--- src/rtl/vga_pkg.sv ---
// Shared VGA timing package: default 640x480@60 constants, derived totals,
// and the sync polarity type used by vga_timing_gen.
package vga_pkg;

  localparam int VGA_H_ACTIVE = 640;
  localparam int VGA_H_FP     = 16;
  localparam int VGA_H_PULSE  = 96;
  localparam int VGA_H_BP     = 48;
  localparam int VGA_V_ACTIVE = 480;
  localparam int VGA_V_FP     = 10;
  localparam int VGA_V_PULSE  = 2;
  localparam int VGA_V_BP     = 33;

  localparam int VGA_H_BLANK  = VGA_H_FP + VGA_H_PULSE + VGA_H_BP;
  localparam int VGA_H_TOTAL  = VGA_H_BLANK + VGA_H_ACTIVE;
  localparam int VGA_V_BLANK  = VGA_V_FP + VGA_V_PULSE + VGA_V_BP;
  localparam int VGA_V_TOTAL  = VGA_V_BLANK + VGA_V_ACTIVE;

  typedef enum logic {
    POL_ACTIVE_LOW  = 1'b0,
    POL_ACTIVE_HIGH = 1'b1
  } pol_e;

  // Drive level of a sync line given its polarity and whether it is asserted.
  function automatic logic sync_level(input pol_e pol, input logic asserted);
    return asserted ? logic'(pol) : ~logic'(pol);
  endfunction

endpackage

--- src/rtl/vga_scan_counter.sv ---
// Horizontal/vertical raster wrap counter with a configurable reset-load
// position. Exposes both the registered count and the value it takes at
// the next edge so callers can register decodes with zero skew.
module vga_scan_counter #(
  parameter int CNT_W   = 10,
  parameter int H_TOTAL = 800,
  parameter int V_TOTAL = 525,
  parameter int H_INIT  = 0,
  parameter int V_INIT  = 0
) (
  input  logic             clk_i,
  input  logic             rstn_i,
  input  logic             en_i,
  output logic [CNT_W-1:0] hc_o,
  output logic [CNT_W-1:0] vc_o,
  output logic [CNT_W-1:0] hc_next_o,
  output logic [CNT_W-1:0] vc_next_o,
  output logic             frame_wrap_o
);

  localparam logic [CNT_W-1:0] H_LAST = CNT_W'(H_TOTAL - 1);
  localparam logic [CNT_W-1:0] V_LAST = CNT_W'(V_TOTAL - 1);
  localparam logic [CNT_W-1:0] H_RST  = CNT_W'(H_INIT);
  localparam logic [CNT_W-1:0] V_RST  = CNT_W'(V_INIT);

  logic [CNT_W-1:0] hc_q, hc_d;
  logic [CNT_W-1:0] vc_q, vc_d;
  logic             wrap_d;

  // Next count: reset load is folded in so downstream decodes see it too.
  always_comb begin
    hc_d   = hc_q;
    vc_d   = vc_q;
    wrap_d = 1'b0;
    if (!rstn_i) begin
      hc_d = H_RST;
      vc_d = V_RST;
    end else if (en_i) begin
      if (hc_q == H_LAST) begin
        hc_d = '0;
        if (vc_q == V_LAST) begin
          vc_d   = '0;
          wrap_d = 1'b1;
        end else begin
          vc_d = vc_q + CNT_W'(1);
        end
      end else begin
        hc_d = hc_q + CNT_W'(1);
      end
    end
  end

  // Count registers with synchronous reset to the load position.
  always_ff @(posedge clk_i) begin
    if (!rstn_i) begin
      hc_q <= H_RST;
      vc_q <= V_RST;
    end else begin
      hc_q <= hc_d;
      vc_q <= vc_d;
    end
  end

  assign hc_o         = hc_q;
  assign vc_o         = vc_q;
  assign hc_next_o    = hc_d;
  assign vc_next_o    = vc_d;
  assign frame_wrap_o = wrap_d;

endmodule

--- src/rtl/vga_timing_gen.sv ---
// VGA raster timing generator: sync, display enable, pixel coordinates,
// line/frame markers and frame counter. Every output is a flop decoded from
// the next-state scan count, so all of them describe hc_o/vc_o together.
// Optional feature macro: VGA_TIMING_LOOKAHEAD_EN adds fetch_* outputs that
// lead the display outputs by LOOKAHEAD enabled pixel steps.
module vga_timing_gen
  import vga_pkg::*;
#(
  parameter int H_ACTIVE  = VGA_H_ACTIVE,
  parameter int H_FP      = VGA_H_FP,
  parameter int H_PULSE   = VGA_H_PULSE,
  parameter int H_BP      = VGA_H_BP,
  parameter int V_ACTIVE  = VGA_V_ACTIVE,
  parameter int V_FP      = VGA_V_FP,
  parameter int V_PULSE   = VGA_V_PULSE,
  parameter int V_BP      = VGA_V_BP,
  parameter bit H_POL     = 1'b0,
  parameter bit V_POL     = 1'b0,
  parameter int CNT_W     = 10,
  parameter int FRAME_W   = 8,
  parameter int LOOKAHEAD = 2
) (
  input  logic               clk_i,
  input  logic               rstn_i,
  input  logic               pix_en_i,
  output logic               hsync_o,
  output logic               vsync_o,
  output logic               activevideo_o,
  output logic [CNT_W-1:0]   x_px_o,
  output logic [CNT_W-1:0]   y_px_o,
  output logic [CNT_W-1:0]   hc_o,
  output logic [CNT_W-1:0]   vc_o,
  output logic               eol_o,
  output logic               eof_o,
  output logic [FRAME_W-1:0] frame_cnt_o
`ifdef VGA_TIMING_LOOKAHEAD_EN
  ,
  output logic               fetch_active_o,
  output logic [CNT_W-1:0]   fetch_x_o,
  output logic [CNT_W-1:0]   fetch_y_o
`endif
);

  localparam int H_BLANK = H_FP + H_PULSE + H_BP;
  localparam int H_TOTAL = H_BLANK + H_ACTIVE;
  localparam int V_BLANK = V_FP + V_PULSE + V_BP;
  localparam int V_TOTAL = V_BLANK + V_ACTIVE;

  localparam pol_e HPOL = pol_e'(H_POL);
  localparam pol_e VPOL = pol_e'(V_POL);

  localparam logic [CNT_W-1:0] H_SYNC_BEG = CNT_W'(H_FP);
  localparam logic [CNT_W-1:0] H_SYNC_END = CNT_W'(H_FP + H_PULSE);
  localparam logic [CNT_W-1:0] V_SYNC_BEG = CNT_W'(V_FP);
  localparam logic [CNT_W-1:0] V_SYNC_END = CNT_W'(V_FP + V_PULSE);
  localparam logic [CNT_W-1:0] H_BLANK_C  = CNT_W'(H_BLANK);
  localparam logic [CNT_W-1:0] V_BLANK_C  = CNT_W'(V_BLANK);
  localparam logic [CNT_W-1:0] H_LAST     = CNT_W'(H_TOTAL - 1);
  localparam logic [CNT_W-1:0] V_LAST     = CNT_W'(V_TOTAL - 1);

  if (LOOKAHEAD < 1 || LOOKAHEAD >= H_TOTAL ||
      (H_TOTAL - 1) >= (1 << CNT_W) || (V_TOTAL - 1) >= (1 << CNT_W)) begin : g_bad_cfg
    $error("vga_timing_gen: illegal LOOKAHEAD or CNT_W too narrow");
  end

  // ---------------------------------------------------------------------
  // Display scan counter
  // ---------------------------------------------------------------------
  logic [CNT_W-1:0] hc_nxt, vc_nxt;
  logic             frame_wrap;

  vga_scan_counter #(
    .CNT_W   (CNT_W),
    .H_TOTAL (H_TOTAL),
    .V_TOTAL (V_TOTAL),
    .H_INIT  (0),
    .V_INIT  (0)
  ) u_disp_cnt (
    .clk_i        (clk_i),
    .rstn_i       (rstn_i),
    .en_i         (pix_en_i),
    .hc_o         (hc_o),
    .vc_o         (vc_o),
    .hc_next_o    (hc_nxt),
    .vc_next_o    (vc_nxt),
    .frame_wrap_o (frame_wrap)
  );

  logic               hsync_q, hsync_d;
  logic               vsync_q, vsync_d;
  logic               active_q, active_d;
  logic [CNT_W-1:0]   x_q, x_d;
  logic [CNT_W-1:0]   y_q, y_d;
  logic               eol_q, eol_d;
  logic               eof_q, eof_d;
  logic [FRAME_W-1:0] frame_cnt_q, frame_cnt_d;

  // Decode display outputs from the count that will be current next cycle.
  always_comb begin
    hsync_d     = sync_level(HPOL, (hc_nxt >= H_SYNC_BEG) && (hc_nxt < H_SYNC_END));
    vsync_d     = sync_level(VPOL, (vc_nxt >= V_SYNC_BEG) && (vc_nxt < V_SYNC_END));
    active_d    = (hc_nxt >= H_BLANK_C) && (vc_nxt >= V_BLANK_C);
    x_d         = '0;
    y_d         = '0;
    if (active_d) begin
      x_d = hc_nxt - H_BLANK_C;
      y_d = vc_nxt - V_BLANK_C;
    end
    eol_d       = (hc_nxt == H_LAST);
    eof_d       = eol_d && (vc_nxt == V_LAST);
    frame_cnt_d = frame_cnt_q + FRAME_W'(frame_wrap);
  end

  // Display output registers; holding is implicit since the next count
  // equals the current one when pix_en_i is low.
  always_ff @(posedge clk_i) begin
    if (!rstn_i) begin
      hsync_q     <= ~H_POL;
      vsync_q     <= ~V_POL;
      active_q    <= 1'b0;
      x_q         <= '0;
      y_q         <= '0;
      eol_q       <= 1'b0;
      eof_q       <= 1'b0;
      frame_cnt_q <= '0;
    end else begin
      hsync_q     <= hsync_d;
      vsync_q     <= vsync_d;
      active_q    <= active_d;
      x_q         <= x_d;
      y_q         <= y_d;
      eol_q       <= eol_d;
      eof_q       <= eof_d;
      frame_cnt_q <= frame_cnt_d;
    end
  end

  assign hsync_o       = hsync_q;
  assign vsync_o       = vsync_q;
  assign activevideo_o = active_q;
  assign x_px_o        = x_q;
  assign y_px_o        = y_q;
  assign eol_o         = eol_q;
  assign eof_o         = eof_q;
  assign frame_cnt_o   = frame_cnt_q;

`ifdef VGA_TIMING_LOOKAHEAD_EN
  // ---------------------------------------------------------------------
  // Lookahead scan counter: starts LOOKAHEAD steps ahead and advances in
  // lockstep, so wrap behaviour matches the display counter exactly.
  // ---------------------------------------------------------------------
  localparam bit               FA_RST = (LOOKAHEAD >= H_BLANK) && (V_BLANK == 0);
  localparam logic [CNT_W-1:0] FX_RST = FA_RST ? CNT_W'(LOOKAHEAD - H_BLANK) : '0;

  logic [CNT_W-1:0] la_hc, la_vc, la_hc_nxt, la_vc_nxt;
  logic             la_wrap;
  logic             unused_la;

  vga_scan_counter #(
    .CNT_W   (CNT_W),
    .H_TOTAL (H_TOTAL),
    .V_TOTAL (V_TOTAL),
    .H_INIT  (LOOKAHEAD),
    .V_INIT  (0)
  ) u_fetch_cnt (
    .clk_i        (clk_i),
    .rstn_i       (rstn_i),
    .en_i         (pix_en_i),
    .hc_o         (la_hc),
    .vc_o         (la_vc),
    .hc_next_o    (la_hc_nxt),
    .vc_next_o    (la_vc_nxt),
    .frame_wrap_o (la_wrap)
  );

  assign unused_la = ^{la_hc, la_vc, la_wrap};

  logic             fetch_active_q, fetch_active_d;
  logic [CNT_W-1:0] fetch_x_q, fetch_x_d;
  logic [CNT_W-1:0] fetch_y_q, fetch_y_d;

  // Decode fetch coordinates from the lookahead counter's next count.
  always_comb begin
    fetch_active_d = (la_hc_nxt >= H_BLANK_C) && (la_vc_nxt >= V_BLANK_C);
    fetch_x_d      = '0;
    fetch_y_d      = '0;
    if (fetch_active_d) begin
      fetch_x_d = la_hc_nxt - H_BLANK_C;
      fetch_y_d = la_vc_nxt - V_BLANK_C;
    end
  end

  // Fetch output registers; reset values are the decode of (LOOKAHEAD, 0).
  always_ff @(posedge clk_i) begin
    if (!rstn_i) begin
      fetch_active_q <= FA_RST;
      fetch_x_q      <= FX_RST;
      fetch_y_q      <= '0;
    end else begin
      fetch_active_q <= fetch_active_d;
      fetch_x_q      <= fetch_x_d;
      fetch_y_q      <= fetch_y_d;
    end
  end

  assign fetch_active_o = fetch_active_q;
  assign fetch_x_o      = fetch_x_q;
  assign fetch_y_o      = fetch_y_q;
`endif

endmodule

--- config.mk ---
export PLATFORM = sky130hd
export DESIGN_NAME = vga_timing_gen
export DESIGN_NICKNAME = d
export VERILOG_FILES = /design/src/rtl/vga_pkg.sv /design/src/rtl/vga_scan_counter.sv /design/src/rtl/vga_timing_gen.sv
export SDC_FILE = /design/constraint.sdc
export NUM_CORES = 1
export LEC_CHECK = 0
export CORE_UTILIZATION = 46
export DETAILED_ROUTE_END_ITERATION = 12
export PLACE_DENSITY = 0.83
export REMOVE_ABC_BUFFERS = 1
export SLEW_MARGIN = 10
export SYNTH_ARGS = -nofsm -noshare
export SYNTH_HDL_FRONTEND = slang
export SYNTH_SLANG_ARGS = --single-unit
--- constraint.sdc ---
create_clock -name clk_i -period 3 [get_ports clk_i]
set_input_delay 0.6 -clock clk_i [delete_from_list [all_inputs] [get_ports clk_i]]
set_output_delay 0.6 -clock clk_i [all_outputs]
set_load 0.1 [all_outputs]
After elaboration in Yosys (flattened, before gate mapping)
Cells that the tools add are included.
{ "word_totals": {"register_bits": 53, "wordCells": 43, "output_inout_bits": 53, "in_bits": 3} }
{ "op_classes": {"mux": 13, "n_eq_ne": 4, "add_sub_neg": 5, "order_cmp": 6, "reduce_logical": 5} }
{ "op_table": {"columns": ["operator", "n"], "rows": [
  ["$mux 10", 7],
  ["$eq 10x10->1 const B", 4],
  ["$add 10x1->10 const B", 2],
  ["$ge 10x4->1 const B", 1],
  ["$ge 10x5->1 const B", 1],
  ["$ge 10x6->1 const B", 1],
  ["$ge 10x8->1 const B", 1],
  ["$lt 10x4->1 const B", 1],
  ["$lt 10x7->1 const B", 1],
  ["$sub 10x6->10 const B", 1],
  ["$sub 10x8->10 const B", 1],
  ["$add 8x1->8", 1],
  ["$mux 1", 6],
  ["$logic_and 1x1->1", 4],
  ["$reduce_and 2->1", 1]
]} }

Logic depth before layout (Yosys ltp)
Gate-level depths: netlist of the first run.
{ "logic_depth": {"ltp_word": 8, "depth_mapped": 14, "mapped_depth_nobuf": 13} }

Modules after synthesis
Synthesis of the first run repeated with hierarchy kept, for this count alone.
{ "unflattened": {"hier_cells": 282, "hier_area_um2": 2444.8} }
{ "by_module_without_submodules": {"columns": ["mod", "seq_area_each_um2", "instances", "cells_per_inst", "area_per_inst_um2"], "rows": [
  ["vga_timing_gen", 660.6, 1, 138, 1351.3],
  ["vga_scan_counter", 400.4, 1, 144, 1093.5]
]} }

Least setup slack after synthesis of the first run
No wires, ideal clock.
{ "synth_path": {"path_type": "flip-flop to flip-flop", "startpoint": "reg u_disp_cnt.hc_q[0], in the netlist u_disp_cnt.hc_o[0]", "endpoint": "reg x_q[1], in the netlist x_px_o[1]", "required_ns": 2.860, "path_buffers": 2, "t_arrival_ns": 3.753, "stages_incl_launch_ff": 15, "synth_period_minus_slack_ns": 3.893, "setup_time_ns": 0.140, "setup_slack_ns": -0.893, "cell_sequence": "dfxtp_1 -> ha_1 -> nand2_4 -> or4_1 -> buf_2 -> o21ai_1 -> nor2_1 -> inv_1 -> ha_1 -> inv_1 -> o22ai_1 -> a21oi_2 -> o32ai_4 -> buf_6 -> nor3_2"} }
{ "synth_via": {"elab_chain_cells": 7, "word_cells_on_any_way": 13, "cone_classes": "2 x add/sub; 2 x order compare; 1 x eq/ne; 6 x mux; 2 x reduce/logical"} }
{ "synth_rtl": {"columns": ["element", "line_no", "source"], "rows": [
  ["start, declared", "vga_scan_counter.sv:26", "logic [CNT_W-1:0] hc_q, hc_d;"],
  ["start signal, assigned", "vga_scan_counter.sv:56", "hc_q <= H_RST;"],
  ["start signal, assigned", "vga_scan_counter.sv:59", "hc_q <= hc_d;"],
  ["$eq 10x10->1", "vga_scan_counter.sv:39", "if (hc_q == H_LAST) begin"],
  ["$mux 10", "vga_scan_counter.sv:39", null],
  ["$mux 10", "vga_scan_counter.sv:38", "end else if (en_i) begin"],
  ["$mux 10", "vga_scan_counter.sv:35", "if (!rstn_i) begin"],
  ["named net u_disp_cnt.vc_next_o[0]", "vga_scan_counter.sv:17", "output logic [CNT_W-1:0] vc_next_o,"],
  ["$ge 10x6->1", "vga_timing_gen.sv:102", "active_d = (hc_nxt >= H_BLANK_C) && (vc_nxt >= V_BLANK_C);"],
  ["$logic_and 1x1->1", "vga_timing_gen.sv:102", null],
  ["$reduce_and 2->1 (no source line)", null, null],
  ["end signal, assigned", "vga_timing_gen.sv:121", "x_q <= '0;"],
  ["end signal, assigned", "vga_timing_gen.sv:130", "x_q <= x_d;"],
  ["end, declared", "vga_timing_gen.sv:92", "logic [CNT_W-1:0] x_q, x_d;"]
]} }
The timed path passes the listed nets, and every way through them passes these cells.
A chain may end at the register's enable or synchronous reset.

Worst setup path after layout of the first run
{ "layout_path": {"startpoint": "reg u_disp_cnt.hc_q[0], in the netlist u_disp_cnt.hc_o[0]", "endpoint": "reg x_q[6], in the netlist x_px_o[6]"} }
The elaborated chain is that of the path after synthesis.

==> results of run 1 <==
## tightest hold or removal path: cells and delay by family (launching register included)
family / cells / cell delay (ns)
XOR/XNOR: 1 / 0.07
flip-flops: 1 / 0.35
AND/OR/NAND/NOR: 1 / 0.08
## flip-flops by register name, indices dropped and copies added, names as in the netlist
name             count
vsync_o              1
frame_cnt_o          8
hsync_o              1
u_disp_cnt.vc_o     10
u_disp_cnt.hc_o     10
eol_o                1
activevideo_o        1
eof_o                1
x_px_o              10
y_px_o              10
## synthesized netlist by cell type, types with 2 or more instances
master	n	area, um2
a211o_1	2	17.5
a21oi_1	9	45.0
a21oi_2	5	43.8
a31oi_1	3	18.8
and2_1	3	18.8
and3_1	4	25.0
buf_2	2	10.0
buf_6	3	33.8
clkbuf_1	5	18.8
dfxtp_1	53	1060
ha_1	10	125
inv_1	18	67.6
mux2i_1	2	20.0
nand2_1	15	56.3
nand2b_1	2	12.5
nand3_1	16	80.1
nand4_1	8	50.1
nor2_1	31	116
nor2_2	3	18.8
nor2b_1	4	25.0
nor3_1	7	35.0
nor3_2	3	30.0
nor4_1	4	25.0
nor4_4	2	42.5
nor4b_1	3	26.3
o21ai_0	8	40.0
o21ai_1	2	10.0
or2_2	4	25.0
or4_1	2	15.0
xnor2_1	14	123
xor2_1	15	131
## where the power goes
group / switching, mW / internal [mW]
registers: 0.00176 / 0.706
logic: 0.0467 / 0.0221
clock network: 0.225 / 0.272
total: 0.274 / 1.00
## worst paths after layout
| kind | from | end |
|---|---|---|
| hold reg to reg | frame_cnt_o[7] | frame_cnt_o[7] |
| setup reg to reg | u_disp_cnt.hc_o[0] | x_px_o[6] |
| hold / removal | frame_cnt_o[7] | frame_cnt_o[7] |
| setup / recovery | u_disp_cnt.hc_o[0] | x_px_o[6] |
## routing by layer
layer | GRT usage | up-vias | routed length [um]
li1 | - | 1202 | -
met1 | 0.269 | 1190 | 2880
met2 | 0.396 | 72 | 3250
met3 | 0.0412 | 15 | 295
met4 | 0.0792 | 0 | 141
met5 | 0 | - | 0
## final cells by class
| type | count | area [um2] | area share |
|---|---|---|---|
| flip-flops and latches | 53 | 1060 | 0.290 |
| multi-input cells | 202 | 1440 | 0.393 |
| clock buffers | 7 | 86.3 | 0.0236 |
| clock inverters | 1 | 30.0 | 0.00819 |
| well taps | 72 | 90.1 | 0.0246 |
| inverters | 19 | 71.3 | 0.0195 |
| repair buffers | 112 | 886 | 0.242 |
## what timing repair did
action,CTS,global route
cloned,1,0
endpoints found under the setup margin,21,21
pin swaps,1,1
gates resized for setup,4,0
buffers inserted,2,2
## metrics by stage
stage,total power [mW],std cells,setup TNS (ns)
after global placement,0.792,453,-6.79
after floorplan,0.763,274,-25.97
after global routing,1.32,466,0
after CTS,1.28,464,0
final,1.27,466,0
after detailed placement,0.792,453,-8.60
## logic make-up (layout without fill, tap and decap cells)
group	after synthesis	in the layout	synth area share
compound gates	41	41	0.121
xor+xnor	29	29	0.0964
fa+ha+maj	10	10	0.0475
buf+inv	30	139	0.0537
flops	53	53	0.403
mux	2	2	0.00760
simple gates	120	120	0.271
## cell usage in the layout, fill, tap and decap left out, types with 8 or more instances in the layout
| cell | count |
|---|---|
| buf_4 | 107 |
| dfxtp_1 | 53 |
| nor2_1 | 31 |
| inv_1 | 18 |
| nand3_1 | 16 |
| nand2_1 | 15 |
| xor2_1 | 15 |
| xnor2_1 | 14 |
| ha_1 | 10 |
| a21oi_1 | 9 |
| nand4_1 | 8 |
| o21ai_0 | 8 |
==> summary.txt, run 1 <==
pwr/cell area -> 348 nW/um2
drt pass-1 iters -> 4
fmax -> 362 MHz
final core utilization -> 0.666
# diodes -> 0
measured slew at the worst slew-check pin -> 0.450 ns
Worst Setup Start Kind -> flop
number of fill cells -> 441
Starting Density -> 0.479
critical-path cell list -> ha_1 > nand2_4 > or4_4 > o21ai_2 > nor2_1 > inv_1 > ha_1 > inv_1 > o22ai_1 > a21oi_2 > o32ai_4 > bufbuf_16 > nor2_1
DRC Markers -> 0
H-tree depth -> 2
critical path fanouts, max -> 7
register area share after synthesis -> 0.403
Finish-stage setup viols -> 0
all-layer global routing usage -> 0.224
RSZ-0062 raised after global routing -> false
Worst setup EP type -> flop
Layout area overhead -> 39.1%
CP Class -> flop to flop
Clock Skews -> 0.0160 ns
R2R depth -> 13
RePlAce Congestion -> 0.839
CTS tree -> done
WHS Path Cells -> 2
share of cells above drive strength 1 -> 0.373
ys async rst share -> 0
Slew HR -> 0.698
Tcrit/Tclk final -> 0.921
WP data arrival -> 2.97 ns
Clock Path Buffers -> 2
Num CTS Buffers -> 5
drt wl/cell -> 14.1 um
vias in the first global route -> 2332
CORE AREA -> 5510 um2
initial drt markers -> 92
R2R Setup Slk -> 0.24 ns
Fin Hold WS -> 0.530 ns
setup ws final -> 0.236 ns
count of input and output buffers -> 55
Hold Crit Class -> flop to flop
clock sink total -> 53
cell family contributing the most delay on the critical path -> simple AND/OR/NAND/NOR gates
Final Slew Violations -> 0
status -> complete, no violations
Synth Register Bits -> 53
Leakage Power -> 1.68 nW
first-pass GRT wire length -> 10600 um
slowest CP cell -> or4_4
mean area per synthesized cell -> 9.25 um2
via-per-instance ratio -> 5.32
Die Area -> 6030 um2
Remaining Overflow, GRT -> 0
top_reg_cell synth -> dfxtp_1
nets -> 406
clk slew on worst S/H paths -> 0.10 ns
# hold bufs at CTS -> 0
number of distinct library cells after synthesis -> 54
final wirelength -> 6570 um
reported max-cap violation count -> 0
antenna violations before repair -> 0
largest net degree at the start of global routing -> 16
via count -> 2479
final hold violations -> 0
die outline width -> 77.7 um
Post-Syn Area -> 2640 um2
Syn Inst Count -> 285
warnings from Yosys -> 0
crit path time final -> 2.76 ns
root buf cell -> clkbuf_8
Data required, critical path -> 3.21 ns
Core Rows -> 27
io pins -> 56
post-route cell area -> 3660 um2
dpl hpwl -> 5050 um
largest stage delay on the critical path -> 0.55 ns
VDD IR-drop max -> 0.216 mV
Die Y -> 77.7 um
Post-DP Area -> 3480 um2
DP Worst Slack -> -0.426 ns
WP buf/inv -> 3
stages on the worst setup path -> 13
number of synthesized flops with an enable pin -> 0
Post-DRT Antenna Nets -> 0
Clk Latency, worst-skew pair -> 0.31 ns
No activity file was read; power rests on OpenSTA's default activity.
==> run 2: changes to the inputs <==
--- a/config.mk
+++ b/config.mk
@@ -9,7 +9,6 @@
 export DETAILED_ROUTE_END_ITERATION = 12
 export PLACE_DENSITY = 0.83
 export REMOVE_ABC_BUFFERS = 1
-export SLEW_MARGIN = 10
 export SYNTH_ARGS = -nofsm -noshare
 export SYNTH_HDL_FRONTEND = slang
 export SYNTH_SLANG_ARGS = --single-unit
==> results of run 2 <==
No change in the layout: final DEF, timing and power equal those of run 1.
==> run 3: changes to the inputs <==
==> constraint.sdc (replaced) <==
create_clock -name clk_i -period 3 [get_ports clk_i]
set_input_delay 0.9 -clock clk_i [delete_from_list [all_inputs] [get_ports clk_i]]
set_output_delay 0.9 -clock clk_i [all_outputs]
set_load 0.1 [all_outputs]
==> run 3 against run 2 <==
Final cell count rose by 1.7%. Critical path type is now primary input to flop. Design area rose by 2.2%. Hold slack got worse by 0.0029 ns. Setup slack got worse by 0.15 ns. Core utilization rose by 1.5 points. Flip-flop and latch count did not move. Global-route usage rose by 2.5 points. Clock skew fell by 0.0039 ns. Clock-buffer cell count did not move. Non-clock buffer count rose by 8. Register-to-register slack got worse by 0.05 ns.
==> summary.txt, run 3 (synthesis results as in run 1) <==
Clock Path Buffers -> 2 (unchanged)
Fin Hold WS -> 0.527 ns (-0.00287 ns)
DRC Markers -> 0 (unchanged)
clk slew on worst S/H paths -> 0.09 ns (about the same)
Post-DRT Antenna Nets -> 0 (unchanged)
Core Rows -> 27 (unchanged)
vias in the first global route -> 2505 (+7.4%)
CTS tree -> done
Final TNS setup -> 0 ns (unchanged)
R2R Setup Slk -> 0.19 ns (-0.05 ns)
status -> complete, no violations
setup ws final -> 0.0857 ns (-0.150 ns)
Post-DP Area -> 3540 um2 (+1.7%)
dpl hpwl -> 5210 um (+3.1%)
final wirelength -> 7040 um (+7.1%)
Final Slew Violations -> 0 (unchanged)
worst r2r src -> u_disp_cnt.hc_o[4]
drt pass-1 iters -> 4 (unchanged)
Worst setup EP type -> flop
number of fill cells -> 431 (-2.3%)
Die Area -> 6030 um2 (unchanged)
slowest CP cell -> or4_4
Clk Latency, worst-skew pair -> 0.31 ns (about the same)
die outline width -> 77.7 um (unchanged)
DP Worst Slack -> -0.779 ns (-0.353 ns)
count of input and output buffers -> 55 (unchanged)
Die Y -> 77.7 um (unchanged)
CORE AREA -> 5510 um2 (unchanged)
Most Frequent Cell on Critical Path -> buf_6
WHS Path Cells -> 2 (unchanged)
most common cell after layout, fill and taps aside -> buf_4
Finish-stage setup viols -> 0 (unchanged)
min-delay src -> frame_cnt_o[7]
crit path time final -> 2.91 ns (+0.150 ns)
fmax -> 343 MHz (-5.1%)
Leakage Power -> 1.74 nW (+3.4%)
reg-to-reg endpoint -> x_px_o[4]
R2R depth -> 13 (unchanged)
post-route cell area -> 3740 um2 (+2.2%)
RSZ-0062 raised after global routing -> false
hold worst-path end -> frame_cnt_o[7]
most frequent cells in the layout -> buf_4 (113), dfxtp_1 (53), nor2_1 (30), inv_1 (17), nand3_1 (16)
Worst Setup Start Kind -> primary input
root buf cell -> clkbuf_8
drt wl/cell -> 14.9 um (+5.3%)
Remaining Overflow, GRT -> 0 (unchanged)
critical path fanouts, max -> 6 (-1)
Hold Crit Class -> flop to flop
pwr/cell area -> 340 nW/um2 (-2.1%)
share of cells above drive strength 1 -> 0.398 (+0.0249)
Data required, critical path -> 3.19 ns (-0.02 ns)
Slew HR -> 0.707 (+0.00922)
via count -> 2534 (+2.2%)
DP Cell Count -> 461 (+1.8%)
Pwr Total -> 1.27 mW (about the same)
# diodes -> 0 (unchanged)
critical-path cell list -> clkbuf_2 > nand2_4 > or4_4 > o21ai_4 > nor2_2 > inv_2 > ha_1 > inv_1 > o22ai_2 > a21oi_2 > o32ai_4 > buf_6 > buf_6 > nor2_1
initial drt markers -> 99 (+7.6%)
H-tree depth -> 2 (unchanged)
Tcrit/Tclk final -> 0.971 (+0.0500)
Layout area overhead -> 42.1%
CP Class -> primary input to flop
final hold violations -> 0 (unchanged)
Clock Skews -> 0.0121 ns (-0.00389 ns)
io pins -> 56 (unchanged)
antenna violations before repair -> 0 (unchanged)
Starting Density -> 0.479 (unchanged)
WP buf/inv -> 5 (+2)
VDD IR-drop max -> 0.233 mV (+8.0%)
nets -> 414 (+2.0%)
largest stage delay on the critical path -> 0.59 ns (+0.04 ns)
first-pass GRT wire length -> 11700 um (+10%)
final core utilization -> 0.680 (+0.0145)
clock sink total -> 53 (unchanged)
WP data arrival -> 3.11 ns (+0.14 ns)
largest net degree at the start of global routing -> 16 (unchanged)
RePlAce Congestion -> 0.829 (-1.2%)
via-per-instance ratio -> 5.35 (+0.49%)
Non-Filler Instances -> 474 (+1.7%)
reported max-cap violation count -> 0 (unchanged)
measured slew at the worst slew-check pin -> 0.438 ns (-0.0112 ns)
Num CTS Buffers -> 5 (unchanged)
cell family contributing the most delay on the critical path -> compound AO/OA/AOI/OAI gates
all-layer global routing usage -> 0.249 (+0.0249)
## run 3: cell count changes in the layout (fill, tap and decap cells not counted), sizes merged
cell | before | now
buf | 109 | 118
clkdlybuf4s50 | 1 | 0
clkbuf | 7 | 8
dlygate4sd2 | 1 | 0
bufbuf | 1 | 0
dlymetal6s2s | 0 | 1
## run 3: worst max path at each step
stage / from / to / slack (ns) / depth (start not counted)
after global placement: pix_en_i / x_px_o[4] / -0.65 / 13
after floorplan: u_disp_cnt.hc_o[3] / x_px_o[4] / -1.19 / 11
after CTS: pix_en_i / x_px_o[4] / 0.01 / 14
final: pix_en_i / x_px_o[4] / 0.09 / 14
after global routing: pix_en_i / x_px_o[4] / 0.0007 / 14
after detailed placement: pix_en_i / x_px_o[4] / -0.78 / 13
## run 3: layout make-up
type / instances / area (um2) / share of cell area
timing repair buffer: 120 / 947 / 0.253
tap: 72 / 90.1 / 0.0241
multi-input combinational: 202 / 1460 / 0.390
clock inverter: 1 / 30.0 / 0.00802
inverter: 19 / 71.3 / 0.0190
clock buffer: 7 / 86.3 / 0.0231
sequential: 53 / 1060 / 0.283
## run 3: layer usage
metal  global-route usage  vias to the layer above  wire, um
li1                     -                     1215         -
met1                0.294                     1208      2900
met2                0.442                       95      3610
met3               0.0459                       16       359
met4               0.0981                        0       170
met5                    0                        -         0
## run 3: repair_timing
item / 4_1_cts / 5_1_grt
gates cloned: 1 / 0
endpoints found under the setup margin: 27 / 21
setup buffers: 2 / 2
pin swaps: 2 / 4
gates resized for setup: 8 / 7
hold buffers: 0 / 0
## run 3: worst register-to-register path, stage by stage (launching register included)
cell	delay [ns]
dfxtp_1	0.44
nand3_2	0.23
or4_4	0.59
o21ai_4	0.18
nor2_2	0.07
inv_2	0.07
ha_1	0.14
inv_1	0.05
o22ai_2	0.19
a21oi_2	0.10
o32ai_4	0.31
buf_6	0.16
buf_6	0.12
nor2_1	0.05
## run 3: power breakdown
group          switching (mW)  internal [mW]  total, mW
Sequential            0.00183          0.706      0.708
Combinational          0.0486         0.0229     0.0715
Clock                   0.223          0.272      0.495
